==> src/rtl/time_set_pkg.sv <==
// Shared definitions for the time-set controller.
//   state_e      : controller FSM states
//   field_e      : field_sel output encoding (0 none, 1 hour, 2 min, 3 sec)
//   MAX_HOUR     : largest legal hour value
//   MAX_SEC_MIN  : largest legal minute/second value
//   clamp_field  : maps an out-of-range live value to 0 when it is loaded for editing
package time_set_pkg;

    typedef enum logic [2:0] {
        StIdle,
        StEditHour,
        StEditMin,
        StEditSec,
        StCommit
    } state_e;

    typedef enum logic [1:0] {
        FieldNone = 2'd0,
        FieldHour = 2'd1,
        FieldMin  = 2'd2,
        FieldSec  = 2'd3
    } field_e;

    localparam logic [7:0] MAX_HOUR    = 8'd23;
    localparam logic [7:0] MAX_SEC_MIN = 8'd59;

    function automatic logic [7:0] clamp_field(input logic [7:0] value, input logic [7:0] max);
        return (value > max) ? 8'd0 : value;
    endfunction

endpackage

==> src/rtl/field_stepper.sv <==
// Combinational wrap-around stepper for one time field.
//   value  : current field value (0..max)
//   max    : largest legal value for this field
//   inc    : step up by one, max wraps to 0
//   dec    : step down by one, 0 wraps to max
//   result : stepped value; inc and dec together leave the value unchanged
module field_stepper (
    input  logic [7:0] value,
    input  logic [7:0] max,
    input  logic       inc,
    input  logic       dec,
    output logic [7:0] result
);

    always_comb begin
        result = value;
        if (inc && !dec) begin
            result = (value >= max) ? 8'd0 : value + 8'd1;
        end else if (dec && !inc) begin
            // An out-of-range value also lands on max so the result stays legal.
            result = ((value == 8'd0) || (value > max)) ? max : value - 8'd1;
        end
    end

endmodule

==> src/rtl/time_set_controller.sv <==
// Button-driven editor for a 24-hour clock.
// A btn_edit press copies the live time into edit registers; btn_next cycles the
// selected field (hour -> min -> sec), btn_inc/btn_dec step it with wrap-around, and a
// second btn_edit press writes the result back with a one-cycle set_time strobe.
// An edit left untouched for TIMEOUT_CYCLES is abandoned without a strobe.
//
// Optional feature: define TIME_SET_AUTOREPEAT_EN to auto-repeat a held inc/dec button
// (first repeat HOLD_CYCLES after the press, then every REPEAT_CYCLES).
//
// Ports:
//   clk, reset                    clock, asynchronous active-high reset
//   btn_edit/next/inc/dec         debounced button levels
//   cur_hour/min/sec              live time from the clock core
//   set_time                      one-cycle write strobe to the clock core
//   out_hour/min/sec              edit registers (valid whenever set_time=1)
//   editing                       high while a field is being edited
//   field_sel                     0 none, 1 hour, 2 min, 3 sec
module time_set_controller
    import time_set_pkg::*;
#(
    parameter int unsigned HOLD_CYCLES    = 16,
    parameter int unsigned REPEAT_CYCLES  = 4,
    parameter int unsigned TIMEOUT_CYCLES = 600
) (
    input  logic       clk,
    input  logic       reset,
    input  logic       btn_edit,
    input  logic       btn_next,
    input  logic       btn_inc,
    input  logic       btn_dec,
    input  logic [7:0] cur_sec,
    input  logic [7:0] cur_min,
    input  logic [7:0] cur_hour,
    output logic       set_time,
    output logic [7:0] out_sec,
    output logic [7:0] out_min,
    output logic [7:0] out_hour,
    output logic       editing,
    output logic [1:0] field_sel
);

    localparam int unsigned TimerW = $clog2(TIMEOUT_CYCLES + 1);

    state_e            state_q, state_d;
    logic [7:0]        hour_q, hour_d;
    logic [7:0]        min_q, min_d;
    logic [7:0]        sec_q, sec_d;
    logic [TimerW-1:0] timer_q, timer_d;

    // Button history for rising-edge detection.
    logic edit_q, next_q, inc_q, dec_q;
    logic edit_edge, next_edge, inc_edge, dec_edge, any_edge;

    assign edit_edge = btn_edit & ~edit_q;
    assign next_edge = btn_next & ~next_q;
    assign inc_edge  = btn_inc  & ~inc_q;
    assign dec_edge  = btn_dec  & ~dec_q;
    assign any_edge  = edit_edge | next_edge | inc_edge | dec_edge;

    logic in_edit;
    assign in_edit = (state_q == StEditHour) || (state_q == StEditMin) ||
                     (state_q == StEditSec);

    // Auto-repeat step request for the held inc/dec button.
    logic rep_step;

`ifdef TIME_SET_AUTOREPEAT_EN
    localparam int unsigned HoldW = $clog2(HOLD_CYCLES + 1);
    localparam int unsigned RepW  = (REPEAT_CYCLES > 1) ? $clog2(REPEAT_CYCLES) : 1;

    logic [HoldW-1:0] hold_q, hold_d;
    logic [RepW-1:0]  rep_q, rep_d;
    logic             rep_active;

    // Only one of inc/dec held counts; holding both never repeats.
    assign rep_active = in_edit && (btn_inc ^ btn_dec);

    always_comb begin
        hold_d   = hold_q;
        rep_d    = '0;
        rep_step = 1'b0;
        // hold_q is cycles since the last press, saturating at HOLD_CYCLES; zero means
        // no press is being tracked (a level held from before does not repeat).
        if (!rep_active) begin
            hold_d = '0;
        end else if (inc_edge || dec_edge) begin
            hold_d = HoldW'(1);
        end else if ((hold_q != '0) && (hold_q != HoldW'(HOLD_CYCLES))) begin
            hold_d = hold_q + HoldW'(1);
        end
        if (rep_active && !(inc_edge || dec_edge) && (hold_q == HoldW'(HOLD_CYCLES))) begin
            rep_step = (rep_q == '0);
            rep_d    = (rep_q == RepW'(REPEAT_CYCLES - 1)) ? '0 : rep_q + RepW'(1);
        end
    end

    always_ff @(posedge clk or posedge reset) begin
        if (reset) begin
            hold_q <= '0;
            rep_q  <= '0;
        end else begin
            hold_q <= hold_d;
            rep_q  <= rep_d;
        end
    end
`else
    assign rep_step = 1'b0;
`endif

    // Selected-field stepper.
    logic [7:0] sel_value, sel_max, step_result;
    logic       step_inc, step_dec;

    assign step_inc = inc_edge | (rep_step & btn_inc);
    assign step_dec = dec_edge | (rep_step & btn_dec);

    always_comb begin
        sel_value = hour_q;
        sel_max   = MAX_HOUR;
        unique case (state_q)
            StEditMin: begin
                sel_value = min_q;
                sel_max   = MAX_SEC_MIN;
            end
            StEditSec: begin
                sel_value = sec_q;
                sel_max   = MAX_SEC_MIN;
            end
            default: begin
                sel_value = hour_q;
                sel_max   = MAX_HOUR;
            end
        endcase
    end

    field_stepper u_field_stepper (
        .value  (sel_value),
        .max    (sel_max),
        .inc    (step_inc),
        .dec    (step_dec),
        .result (step_result)
    );

    // Next-state logic.
    always_comb begin
        state_d = state_q;
        hour_d  = hour_q;
        min_d   = min_q;
        sec_d   = sec_q;
        timer_d = timer_q;

        unique case (state_q)
            StIdle: begin
                timer_d = '0;
                if (edit_edge) begin
                    state_d = StEditHour;
                    hour_d  = clamp_field(cur_hour, MAX_HOUR);
                    min_d   = clamp_field(cur_min, MAX_SEC_MIN);
                    sec_d   = clamp_field(cur_sec, MAX_SEC_MIN);
                end
            end

            StEditHour, StEditMin, StEditSec: begin
                if (edit_edge) begin
                    state_d = StCommit;
                end else if (next_edge) begin
                    unique case (state_q)
                        StEditHour: state_d = StEditMin;
                        StEditMin:  state_d = StEditSec;
                        default:    state_d = StEditHour;
                    endcase
                end else begin
                    // step_result equals the current value when no step is requested.
                    unique case (state_q)
                        StEditHour: hour_d = step_result;
                        StEditMin:  min_d  = step_result;
                        default:    sec_d  = step_result;
                    endcase
                end

                if (any_edge || rep_step) begin
                    timer_d = '0;
                end else if (timer_q == TimerW'(TIMEOUT_CYCLES - 1)) begin
                    state_d = StIdle;
                    timer_d = '0;
                end else begin
                    timer_d = timer_q + TimerW'(1);
                end
            end

            StCommit: begin
                state_d = StIdle;
                timer_d = '0;
            end

            default: begin
                state_d = StIdle;
                timer_d = '0;
            end
        endcase
    end

    always_ff @(posedge clk or posedge reset) begin
        if (reset) begin
            state_q <= StIdle;
            hour_q  <= '0;
            min_q   <= '0;
            sec_q   <= '0;
            timer_q <= '0;
            edit_q  <= 1'b0;
            next_q  <= 1'b0;
            inc_q   <= 1'b0;
            dec_q   <= 1'b0;
        end else begin
            state_q <= state_d;
            hour_q  <= hour_d;
            min_q   <= min_d;
            sec_q   <= sec_d;
            timer_q <= timer_d;
            edit_q  <= btn_edit;
            next_q  <= btn_next;
            inc_q   <= btn_inc;
            dec_q   <= btn_dec;
        end
    end

    // Outputs.
    always_comb begin
        field_sel = FieldNone;
        unique case (state_q)
            StEditHour: field_sel = FieldHour;
            StEditMin:  field_sel = FieldMin;
            StEditSec:  field_sel = FieldSec;
            default:    field_sel = FieldNone;
        endcase
    end

    assign editing  = in_edit;
    assign set_time = (state_q == StCommit);
    assign out_hour = hour_q;
    assign out_min  = min_q;
    assign out_sec  = sec_q;

endmodule
==> config.mk <==
export PLATFORM = sky130hd
export DESIGN_NAME = time_set_controller
export DESIGN_NICKNAME = d
export VERILOG_FILES = /design/src/rtl/time_set_pkg.sv /design/src/rtl/field_stepper.sv /design/src/rtl/time_set_controller.sv
export SDC_FILE = /design/constraint.sdc
export NUM_CORES = 1
export LEC_CHECK = 0
export CAP_MARGIN = 20
export CORE_MARGIN = 8
export CORE_UTILIZATION = 51
export CTS_CLUSTER_DIAMETER = 80
export CTS_CLUSTER_SIZE = 16
export DETAILED_ROUTE_END_ITERATION = 8
export HOLD_SLACK_MARGIN = 0.02
export PLACE_DENSITY_LB_ADDON = 0.2
export SYNTH_ARGS = -nofsm -noshare
export SYNTH_HDL_FRONTEND = slang
export SYNTH_SLANG_ARGS = --single-unit
==> constraint.sdc <==
create_clock -name clk -period 3.2 [get_ports clk]
set_clock_uncertainty 0.1 [all_clocks]
set_input_delay 0.64 -clock clk [delete_from_list [all_inputs] [get_ports clk]]
set_output_delay 0.64 -clock clk [all_outputs]
set_load 0.01 [all_outputs]
==> results of run 1 <==
[layout by cell type, fill, tap and decap left out, drive strengths merged, types with 2 or more instances in the layout]
master,instances
nand4,4
ha,5
a41oi,2
clkdlybuf4s50,57
and4,3
mux2,10
xnor2,3
inv,13
xor2,7
nor2,46
dfrtp,41
nand2b,5
o22ai,4
a31oi,14
o21ai,15
o2111ai,2
mux2i,10
clkbuf,5
and2,4
a21oi,26
nand3,14
o31ai,2
nor4,3
buf,17
a311oi,2
o211ai,3
nor2b,4
nor3,12
or3,4
and3,5
nand2,26
[stage by stage]
stage / TNS (ns) / setup WS (ns)
2_1_floorplan: 0 / 0.258
3_3_place_gp: 0 / 0.130
3_5_place_dp: 0 / 0.0613
4_1_cts: 0 / 0.0687
5_1_grt: -0.0189 / -0.0189
6_report: 0 / 0.170
[area by class of cell]
type	count	area [um^2]
Tap cell	70	87.6
Sequential cell	41	1030
Inverter	12	47.5
Fill cell	442	1590
Multi-Input combinational cell	247	1580
Timing Repair Buffer	74	698
Clock buffer	5	68.8
Clock inverter	3	43.8
[per-layer routing]
| layer | up-vias | share of wire, % |
|---|---|---|
| met5 | - | 0 |
| met4 | 0 | 1.8 |
| met3 | 14 | 5.4 |
| met2 | 91 | 49 |
| met1 | 1266 | 43 |
| li1 | 1270 | - |
[report_power, final]
group / internal (mW) / switching, mW / leakage [nW] / total [mW]
logic: 0.952 / 1.19 / 0.874 / 2.14
clock network: 0.234 / 0.190 / 0.0585 / 0.424
registers: 0.665 / 0.154 / 0.523 / 0.819
total: 1.85 / 1.53 / 1.45 / 3.38
[how the worst max path moves through the flow]
stage                           from          to  slack [ns]
final                     state_q[0]  out_min[3]        0.17
after global routing      state_q[0]  out_sec[1]       -0.02
after CTS                 state_q[0]  out_min[3]        0.07
after detailed placement  state_q[0]  out_min[3]        0.06
after global placement    state_q[0]  out_min[3]        0.13
after floorplan           state_q[2]  out_min[2]        0.26
[worst max-delay path: stages (launching register included)]
cell and delay, ns:
sky130_fd_sc_hd__dfrtp_2 0.41, sky130_fd_sc_hd__mux2_2 0.36, sky130_fd_sc_hd__mux2i_2 0.18, sky130_fd_sc_hd__inv_1 0.08, sky130_fd_sc_hd__ha_1 0.25, sky130_fd_sc_hd__a21bo_2 0.22, sky130_fd_sc_hd__a31oi_1 0.21, sky130_fd_sc_hd__o21ai_2 0.07
sky130_fd_sc_hd__o211a_2 0.20, sky130_fd_sc_hd__or3_1 0.39, sky130_fd_sc_hd__o2111ai_1 0.12, sky130_fd_sc_hd__nand3_2 0.18, sky130_fd_sc_hd__a31oi_1 0.19
[synth_stat cells, drive strengths merged (2+ instances only)]
cell,instances
mux2i,10
clkbuf,10
o211ai,3
ha,5
mux2,10
a41oi,2
a31oi,14
inv,12
o22ai,4
a311oi,2
nand3,14
buf,6
xor2,7
a21oi,26
and3,5
or3,4
and4,3
o21ai,15
nand2,26
and2,4
o2111ai,2
nor2,46
nor3,12
xnor2,3
nand4,4
nand2b,5
o31ai,2
nor2b,4
nor4,3
dfrtp,41
[flip-flops by register name, summed over array words and instances, names as in the netlist]
name and flops:
inc_q 1, out_sec 8, next_q 1, out_hour 8
out_min 8, edit_q 1, state_q 3, dec_q 1
timer_q 10
[kinds of logic after synthesis]
group                      count (synthesis)  synth area share [%]
adders and majority gates                  5                  2.30
xor gates and xnor gates                  10                  3.22
buffers and inverters                     28                  4.93
DFF                                       41                  37.8
muxes                                     20                  9.90
and+or+nand+nor                          137                  25.0
AOI/OAI and AO/OA                         75                  16.9
[timing repair]
item / CTS / global route
buffers inserted: 0 / 0
endpoints found under the setup margin: 0 / 14
resized for setup: 0 / 6
hold endpoints to repair: 0 / 0
==> flow_summary.ini, run 1 <==
[synthesis]
synth.distinct_cells = 52
synth.top_cell.area_share_pct = 37.8
area_of_the_mapped_netlist_um2 = 2720
yosysWarningCount = 0
ys_top_cells_by_area = sky130_fd_sc_hd__dfrtp_1, sky130_fd_sc_hd__nor2_1, sky130_fd_sc_hd__a21oi_1
synth_cells = 316
synth.yosys.seq_area_share_pct = 37.8
syn-mean-instance-area_um2 = 8.60
synthesis.nets = 351
most_used_flip_flop_cell_after_synthesis = sky130_fd_sc_hd__dfrtp_1
synth-edff-count = 0
postSynthRegisterBits = 41
synth_top_cell_by_area = sky130_fd_sc_hd__dfrtp_1
asyncSetResetFlopFracSynth_pct = 100

[drt]
via_per_inst = 5.84
route.antenna.remaining_nets = 0
drt_iter0_markers = 149
post-route-drc-count = 0
finalWirelength_um = 8020
detailroute.via_count = 2641
drt_pass1_iterations = 4
post_drt_wl_per_cell_um = 17.7

[clock_network]
htree_levels = 2
worst_skew_pair.late_latency_ns = 0.29
cts.sinks = 41
clockBufferDepth = 2
cts-buffers-inserted = 5
clock_tree_from_tritoncts = done
clk_pin_slew_worst_paths_ns = 0.09
postCtsHoldBufs = 0
clockRootBuffer = sky130_fd_sc_hd__clkbuf_8

[global_route]
grt_util_all_layers_pct = 20.9
grt.met3_usage_pct = 4.87
grt_pass1_wl_um = 12800
grt.met2_usage_pct = 35.1
gr-usage-met1_pct = 25.7
grt-ovfl-total = 0
grt-busiest-layer = met2
initial_antenna_violation_count = 0
grt_start_max_net_pins = 42
number_of_global_route_vias_before_repair = 2606

[hold_path]
min_path_type = register to register
min-delay-start = timer_q[0]
timing.hold.worst_endpoint = timer_q[0]
hold-path-cell-count = 1

[floorplan]
die_height_um = 89.0
floorplan.die_area_um2 = 7920
floorplan.io_pins = 58
rows = 26
coreArea_um2 = 5140
chipWidth_um = 89.0
initial_core_util_pct = 52.9

[critical_path]
endpoint_kind = register
worstPathMaxFanout = 11
reg2reg_slack_ns = 0.17
worst-endpoint-required_ns = 3.32
timing_worst_setup_path_type = register to register
worst_ep_arrival_time_ns = 3.15
ff2ff_path_depth = 12
critical_path.startpoint_type = register
endpoint_of_the_worst_register_to_register_path = out_min[3]
worst_r2r_startpoint = state_q[0]

[finish]
fraction_of_the_core_area_covered_by_cells_at_the_end_of_the_flow_pct = 69.2
antenna_cells_inserted = 0
relative_area_change_from_synthesis_to_final_layout_pct = 30.8
layout-drive-gt1-share_pct = 12.8
finish.net_count = 416
fin_cells = 452
finished_layout_cell_area_um2 = 3550

[timing]
slew_headroom_pct = 33.8
max_slew.worst_pin.slew_ns = 0.984
layout_min_cycle_time_ns = 3.03
setup_repair_after_global_routing_missed_its_margin = yes
min_period_over_period_pct = 94.7
achievable_frequency_mhz = 330
final_max_slew_viol_count = 0
timing.final.setup_violations = 0
report.final.hold_viol_count = 0
holdWs_ns = 0.390

[place]
postPlaceCellArea_um2 = 3420
port_buffers = 57
place.gp.congestion = 0.915
dpl.cell_count = 444
dp_hpwl_um = 6100

[run]
cap_viol_max_count = 0

[pwr]
peakVddDrop_uv = 485
static-leakage-power_nw = 1.45
total_power_mw = 3.38
power_density_nw_per_um2 = 951

[status]
run_status = completed
Note: power is estimated with default switching activity, not from simulation.
==> run 2, diff against run 1 <==
==> constraint.sdc (replaced) <==
create_clock -name clk -period 3.2 [get_ports clk]
set_clock_uncertainty 0.1 [all_clocks]
set_input_delay 0.48 -clock clk [delete_from_list [all_inputs] [get_ports clk]]
set_output_delay 0.48 -clock clk [all_outputs]
set_load 0.01 [all_outputs]
==> run 2 against run 1 <==
  * Clock-buffer cell count unchanged
  * Via count rose by 1.8%
  * Sequential power barely moved
  * Setup slack worse by 0.021 ns
  * Sequential cell count unchanged
  * Worst hold slack improved by 0.012 ns
==> flow_summary.ini, run 2 (synthesis results as in run 1) <==
[status]
run_status = completed

[critical_path]
critical_path.cell_chain = mux2_2 -> mux2i_2 -> inv_1 -> ha_1 -> a21bo_2 -> a31oi_1 -> o21ai_2 -> o211a_4 -> mux2i_1 -> a221oi_1 -> o21ai_1 -> a31oi_1
endpoint_kind = register
worst_path_max_delay_cell = sky130_fd_sc_hd__dfrtp_1
critical_path.endpoint = out_min[2]
worst_ep_arrival_time_ns = 3.16
crit_start = state_q[0]
worst_r2r_startpoint = state_q[0]
critical_path.startpoint_type = register
ff2ff_path_depth = 12
critPathMaxStageDelay_ns = 0.43
endpoint_of_the_worst_register_to_register_path = out_min[2]
worstPathMaxFanout = 11
timing_worst_setup_path_type = register to register
critical_path.most_common_cell = sky130_fd_sc_hd__a31oi_1
reg2reg_slack_ns = 0.15
worst-endpoint-required_ns = 3.31

[floorplan]
die_height_um = 89.0
coreArea_um2 = 5140
initial_core_util_pct = 52.9
floorplan.die_area_um2 = 7920
floorplan.io_pins = 58
rows = 26
chipWidth_um = 89.0

[global_route]
gr-usage-met1_pct = 25.9
number_of_global_route_vias_before_repair = 2517
grt-busiest-layer = met2
grt.met3_usage_pct = 4.41
grt_start_max_net_pins = 42
grt-ovfl-total = 0
grt_util_all_layers_pct = 20.2
initial_antenna_violation_count = 0
grt_pass1_wl_um = 12500
grt.met2_usage_pct = 33.6

[place]
dp_hpwl_um = 6090
place.gp.congestion = 0.956
port_buffers = 57

[timing]
final_max_slew_viol_count = 0
timing.final.setup_violations = 0
min_period_over_period_pct = 95.3
setup_repair_after_global_routing_missed_its_margin = no
slew_headroom_pct = 36.9
layout_min_cycle_time_ns = 3.05
summed_negative_setup_slack_over_all_endpoints_ns = 0
achievable_frequency_mhz = 328
report.final.hold_viol_count = 0
max_slew.worst_pin.slew_ns = 0.938

[pwr]
sequential_share_of_power_pct = 24.7
total_power_mw = 3.30
static-leakage-power_nw = 1.44
peakVddDrop_uv = 581
internal_power_mw = 1.78
clock_power_share_pct = 10.5
share_comb_of_total_power_pct = 64.8
switching_share_pct = 45.9
power_switching_mw = 1.51
power_density_nw_per_um2 = 935

[finish]
fraction_of_the_core_area_covered_by_cells_at_the_end_of_the_flow_pct = 68.6
regMostFlops = timer_q
layout-drive-gt1-share_pct = 12.0
largest_register_ff_count = 10
antenna_cells_inserted = 0
finish.net_count = 416
relative_area_change_from_synthesis_to_final_layout_pct = 29.8
layout.cells.most_common = sky130_fd_sc_hd__clkdlybuf4s50_1
top_library_cells_by_usage_in_the_layout_fill_and_taps_aside = sky130_fd_sc_hd__clkdlybuf4s50_1, sky130_fd_sc_hd__nor2_1, sky130_fd_sc_hd__dfrtp_1

[drt]
detailroute.via_count = 2688
route.antenna.remaining_nets = 0
via_per_inst = 5.95
drt_iter0_markers = 165
post_drt_wl_per_cell_um = 17.5
post-route-drc-count = 0
drt_pass1_iterations = 5
finalWirelength_um = 7890

[clock_network]
clk_pin_slew_worst_paths_ns = 0.09
htree_levels = 2
cts.sinks = 41
postCtsHoldBufs = 0
clock_tree_from_tritoncts = done
clockRootBuffer = sky130_fd_sc_hd__clkbuf_8
clockBufferDepth = 2
worst_skew_pair.late_latency_ns = 0.29
cts-buffers-inserted = 5

[run]
cap_viol_max_count = 0

[hold_path]
min_path_type = register to register
==> run 2: repair_timing <==
item                                    in CTS  in global routing
gates resized for setup                      0                  4
endpoints found under the setup margin       0                 12
buffers inserted                             0                  1
==> run 2: through the flow <==
| stage | instance area [um^2] | hold WS (ns) | cells | setup slack (ns) |
|---|---|---|---|---|
| 6_report | 3530 | 0.403 | 452 | 0.149 |
| 5_1_grt | 3530 | 0.421 | 452 | 0.00982 |
| 4_1_cts | 3500 | 0.408 | 451 | 0.0352 |
| 3_5_place_dp | 3410 | 0.396 | 443 | 0.0531 |
| 3_3_place_gp | 3410 | 0.376 | 443 | 0.114 |
| 2_1_floorplan | 2720 | 0.355 | 316 | 0.258 |
==> run 2: final cells by class <==
type,count,area [um^2]
Inverter,12,47.5
Fill cell,457,1610
Clock inverter,3,21.3
Multi-Input combinational cell,247,1580
Clock buffer,5,68.8
Sequential cell,41,1030
Tap cell,70,87.6
Timing Repair Buffer,74,698
==> run 2: per-layer routing <==
metal / vias up / wire length, um
met5: - / 0
met4: 0 / 63
met3: 4 / 448
met2: 91 / 3920
met1: 1319 / 3470
li1: 1274 / -
==> run 2: power by group through the flow <==
stage | clock network [mW] | logic [mW] | registers [mW]
floorplan | 0 | 1.28 | 0.845
global placement | 0 | 2.02 | 0.817
detailed placement | 0 | 2.04 | 0.823
CTS | 0.348 | 2.06 | 0.814
global route | 0.373 | 2.31 | 0.834
finish | 0.346 | 2.14 | 0.816
==> run 2: worst min path at each step <==
stage                          start         end  cells after the start
after global routing      timer_q[0]  timer_q[0]                      1
after floorplan           timer_q[0]  timer_q[0]                      1
after global placement    timer_q[0]  timer_q[0]                      1
after CTS                 timer_q[0]  timer_q[0]                      1
final                     timer_q[0]  timer_q[0]                      1
after detailed placement  timer_q[0]  timer_q[0]                      1
==> run 2: worst max-delay path, delay by kind of cell, from the launching register on <==
| family | cells | cell delay, ns |
|---|---|---|
| compound gates | 7 | 1.40 |
| fa+ha+maj | 1 | 0.25 |
| flops | 1 | 0.43 |
| buf+inv | 1 | 0.10 |
| mux | 3 | 0.70 |
==> run 3, diff against run 2 <==
--- a/config.mk
+++ b/config.mk
@@ -5,14 +5,16 @@
 export SDC_FILE = /design/constraint.sdc
 export NUM_CORES = 1
 export LEC_CHECK = 0
+export ABC_AREA = 1
 export CAP_MARGIN = 20
 export CORE_MARGIN = 8
-export CORE_UTILIZATION = 51
+export CORE_UTILIZATION = 52
 export CTS_CLUSTER_DIAMETER = 80
 export CTS_CLUSTER_SIZE = 16
 export DETAILED_ROUTE_END_ITERATION = 8
 export HOLD_SLACK_MARGIN = 0.02
-export PLACE_DENSITY_LB_ADDON = 0.2
+export PLACE_DENSITY = 0.88
+export SETUP_SLACK_MARGIN = 0.1
 export SYNTH_ARGS = -nofsm -noshare
 export SYNTH_HDL_FRONTEND = slang
 export SYNTH_SLANG_ARGS = --single-unit
==> run 3 against run 2 <==
  * Global-route usage down 0.29 points
  * Sequential power grew 1%
  * Register-to-register slack better by 0.23 ns
  * Via count is 12% higher
  * Die area increased by 3.8%
  * Largest power group unchanged
  * Sequential cell count did not move
  * Power fell by 0.20%
  * Cell area increased by 5.2%
  * Utilization shrank 0.39 points
  * Final cell count rose by 22%
==> flow_summary.ini, run 3 <==
[finish]
antenna_cells_inserted = 0
relative_area_change_from_synthesis_to_final_layout_pct = 28.1
regMostFlops = timer_q
layout-drive-gt1-share_pct = 13.8
layout.cells.most_common = sky130_fd_sc_hd__nor2_1
finish.net_count = 512
top_library_cells_by_usage_in_the_layout_fill_and_taps_aside = sky130_fd_sc_hd__nor2_1, sky130_fd_sc_hd__nand2_1, sky130_fd_sc_hd__inv_1
largest_register_ff_count = 10

[drt]
drt_pass1_iterations = 5
finalWirelength_um = 8410
post_drt_wl_per_cell_um = 15.3
post-route-drc-count = 0
drt_iter0_markers = 289
detailroute.via_count = 3011
route.antenna.remaining_nets = 0
via_per_inst = 5.47

[synthesis]
yosysWarningCount = 0
most_used_flip_flop_cell_after_synthesis = sky130_fd_sc_hd__dfrtp_1
synth.top_cells.by_count = sky130_fd_sc_hd__nor2_1, sky130_fd_sc_hd__nand2_1, sky130_fd_sc_hd__inv_1, sky130_fd_sc_hd__dfrtp_1, sky130_fd_sc_hd__a21oi_1
asyncSetResetFlopFracSynth_pct = 100
synth_top_cell_by_area = sky130_fd_sc_hd__dfrtp_1
synth.distinct_cells = 41
synth_cells = 409
synth-edff-count = 0
post-synth-top-count-cell = sky130_fd_sc_hd__nor2_1
synthesis.nets = 444
ys_top_cells_by_area = sky130_fd_sc_hd__dfrtp_1, sky130_fd_sc_hd__nor2_1, sky130_fd_sc_hd__nand2_1
synth.yosys.seq_area_share_pct = 35.4
synth.top_cell.area_share_pct = 35.4
syn-mean-instance-area_um2 = 7.09
postSynthRegisterBits = 41
area_of_the_mapped_netlist_um2 = 2900

[timing]
worst_slack_ns = 0.379
layout_min_cycle_time_ns = 2.82
max_slew.worst_pin.slew_ns = 0.721
min_period_over_period_pct = 88.2
setup_repair_after_global_routing_missed_its_margin = no
summed_negative_setup_slack_over_all_endpoints_ns = 0
timing.final.setup_violations = 0
report.final.hold_viol_count = 0
slew_headroom_pct = 51.7
achievable_frequency_mhz = 354
final_max_slew_viol_count = 0

[place]
port_buffers = 57
post_placement_setup_slack_ns = 0.457
place.gp.congestion = 1.00
dp_hpwl_um = 6720

[hold_path]
min_path_type = register to register

[floorplan]
initial_core_util_pct = 53.3
floorplan.die_area_um2 = 8220
floorplan.io_pins = 58
chipWidth_um = 90.7
rows = 27
coreArea_um2 = 5440
die_height_um = 90.7

[clock_network]
post_cts_resize_count = 0
htree_levels = 2
postCtsSetupBuffers = 0
worst_skew_pair.late_latency_ns = 0.30
cts-buffers-inserted = 5
postCtsHoldBufs = 0
clk_pin_slew_worst_paths_ns = 0.08
clockRootBuffer = sky130_fd_sc_hd__clkbuf_8
cts.sinks = 41
clockBufferDepth = 2
clock_tree_from_tritoncts = done

[global_route]
grt-ovfl-total = 0
grt_util_all_layers_pct = 19.9
number_of_global_route_vias_before_repair = 2933
grt_pass1_wl_um = 13600
grt_start_max_net_pins = 42
initial_antenna_violation_count = 0

[critical_path]
endpoint_kind = register
worst-endpoint-required_ns = 3.33
timing_worst_setup_path_type = register to register
worst_ep_arrival_time_ns = 2.95
worstPathMaxFanout = 11
critical_path.startpoint_type = register

[pwr]
peakVddDrop_uv = 475
power_density_nw_per_um2 = 887
static-leakage-power_nw = 1.75

[run]
cap_viol_max_count = 0

[status]
run_status = completed
==> run 3: final timing paths <==
path,depth (start not counted),slack [ns],end,startpoint
max,16,0.38,out_sec[6],state_q[0]
min,1,0.40,timer_q[0],timer_q[0]
max reg2reg,16,0.38,out_sec[6],state_q[0]
min reg2reg,1,0.40,timer_q[0],timer_q[0]
max in group asynchronous,3,2.13,out_min[5],reset
min in group asynchronous,3,0.50,timer_q[5],reset
==> run 3: logic make-up (layout without fill, tap and decap cells) <==
| logic type | after synthesis | count (layout) | synth area share (%) |
|---|---|---|---|
| DFF | 41 | 41 | 35.4 |
| AOI/OAI and AO/OA | 73 | 73 | 14.8 |
| buffers and inverters | 73 | 142 | 10.1 |
| and+or+nand+nor | 213 | 213 | 36.3 |
| adders and majority gates | 5 | 5 | 2.16 |
| xor gates and xnor gates | 4 | 4 | 1.21 |
==> run 3: layout make-up <==
class                   count  area [um^2]
clock inverters             3         46.3
fillers                   446         1730
clock buffers               5         68.8
repair buffers             68          653
flip-flops and latches     41         1030
multi-input cells         295         1580
well taps                  72         90.1
inverters                  66          250
==> run 3: layer usage <==
layer	share of wire, %	vias to the layer above	track usage [%]
li1	-	1462	-
met1	42	1386	23.5
met2	49	143	34.1
met3	6.4	20	3.24
met4	2.9	0	9.57
met5	0	-	0
==> run 3: power breakdown <==
group	internal [mW]	leakage (nW)	total (mW)	switching (mW)
clock	0.233	0.0543	0.421	0.187
sequential	0.665	0.522	0.827	0.163
combinational	0.811	1.18	2.04	1.23
==> run 3: through the flow <==
| stage | cell area, um^2 | cells | util [%] | hold slack (ns) | total power [mW] |
|---|---|---|---|---|---|
| after floorplan | 2900 | 409 | - | 0.333 | 2.12 |
| after global placement | 3600 | 542 | 66.1 | 0.352 | 2.83 |
| after detailed placement | 3600 | 542 | 66.1 | 0.366 | 2.84 |
| after CTS | 3710 | 550 | 68.3 | 0.396 | 3.27 |
| after global routing | 3710 | 550 | 68.3 | 0.414 | 3.50 |
| final | 3710 | 550 | 68.3 | 0.399 | 3.29 |
==> run 3: worst max-delay path, stage by stage (launching register included) <==
cell                      delay, ns
sky130_fd_sc_hd__dfrtp_1       0.55
sky130_fd_sc_hd__nor2_4        0.31
sky130_fd_sc_hd__nand2_4       0.12
sky130_fd_sc_hd__nand2_8       0.12
sky130_fd_sc_hd__nor2_1        0.06
sky130_fd_sc_hd__nor2_2        0.15
sky130_fd_sc_hd__inv_2         0.09
sky130_fd_sc_hd__ha_1          0.23
sky130_fd_sc_hd__nand2_1       0.08
sky130_fd_sc_hd__nor2_1        0.05
sky130_fd_sc_hd__nand3_2       0.09
sky130_fd_sc_hd__nand3_2       0.10
sky130_fd_sc_hd__nor2_2        0.19
sky130_fd_sc_hd__inv_2         0.08
sky130_fd_sc_hd__o21ai_2       0.23
sky130_fd_sc_hd__nand3_1       0.12
sky130_fd_sc_hd__o21ai_1       0.10
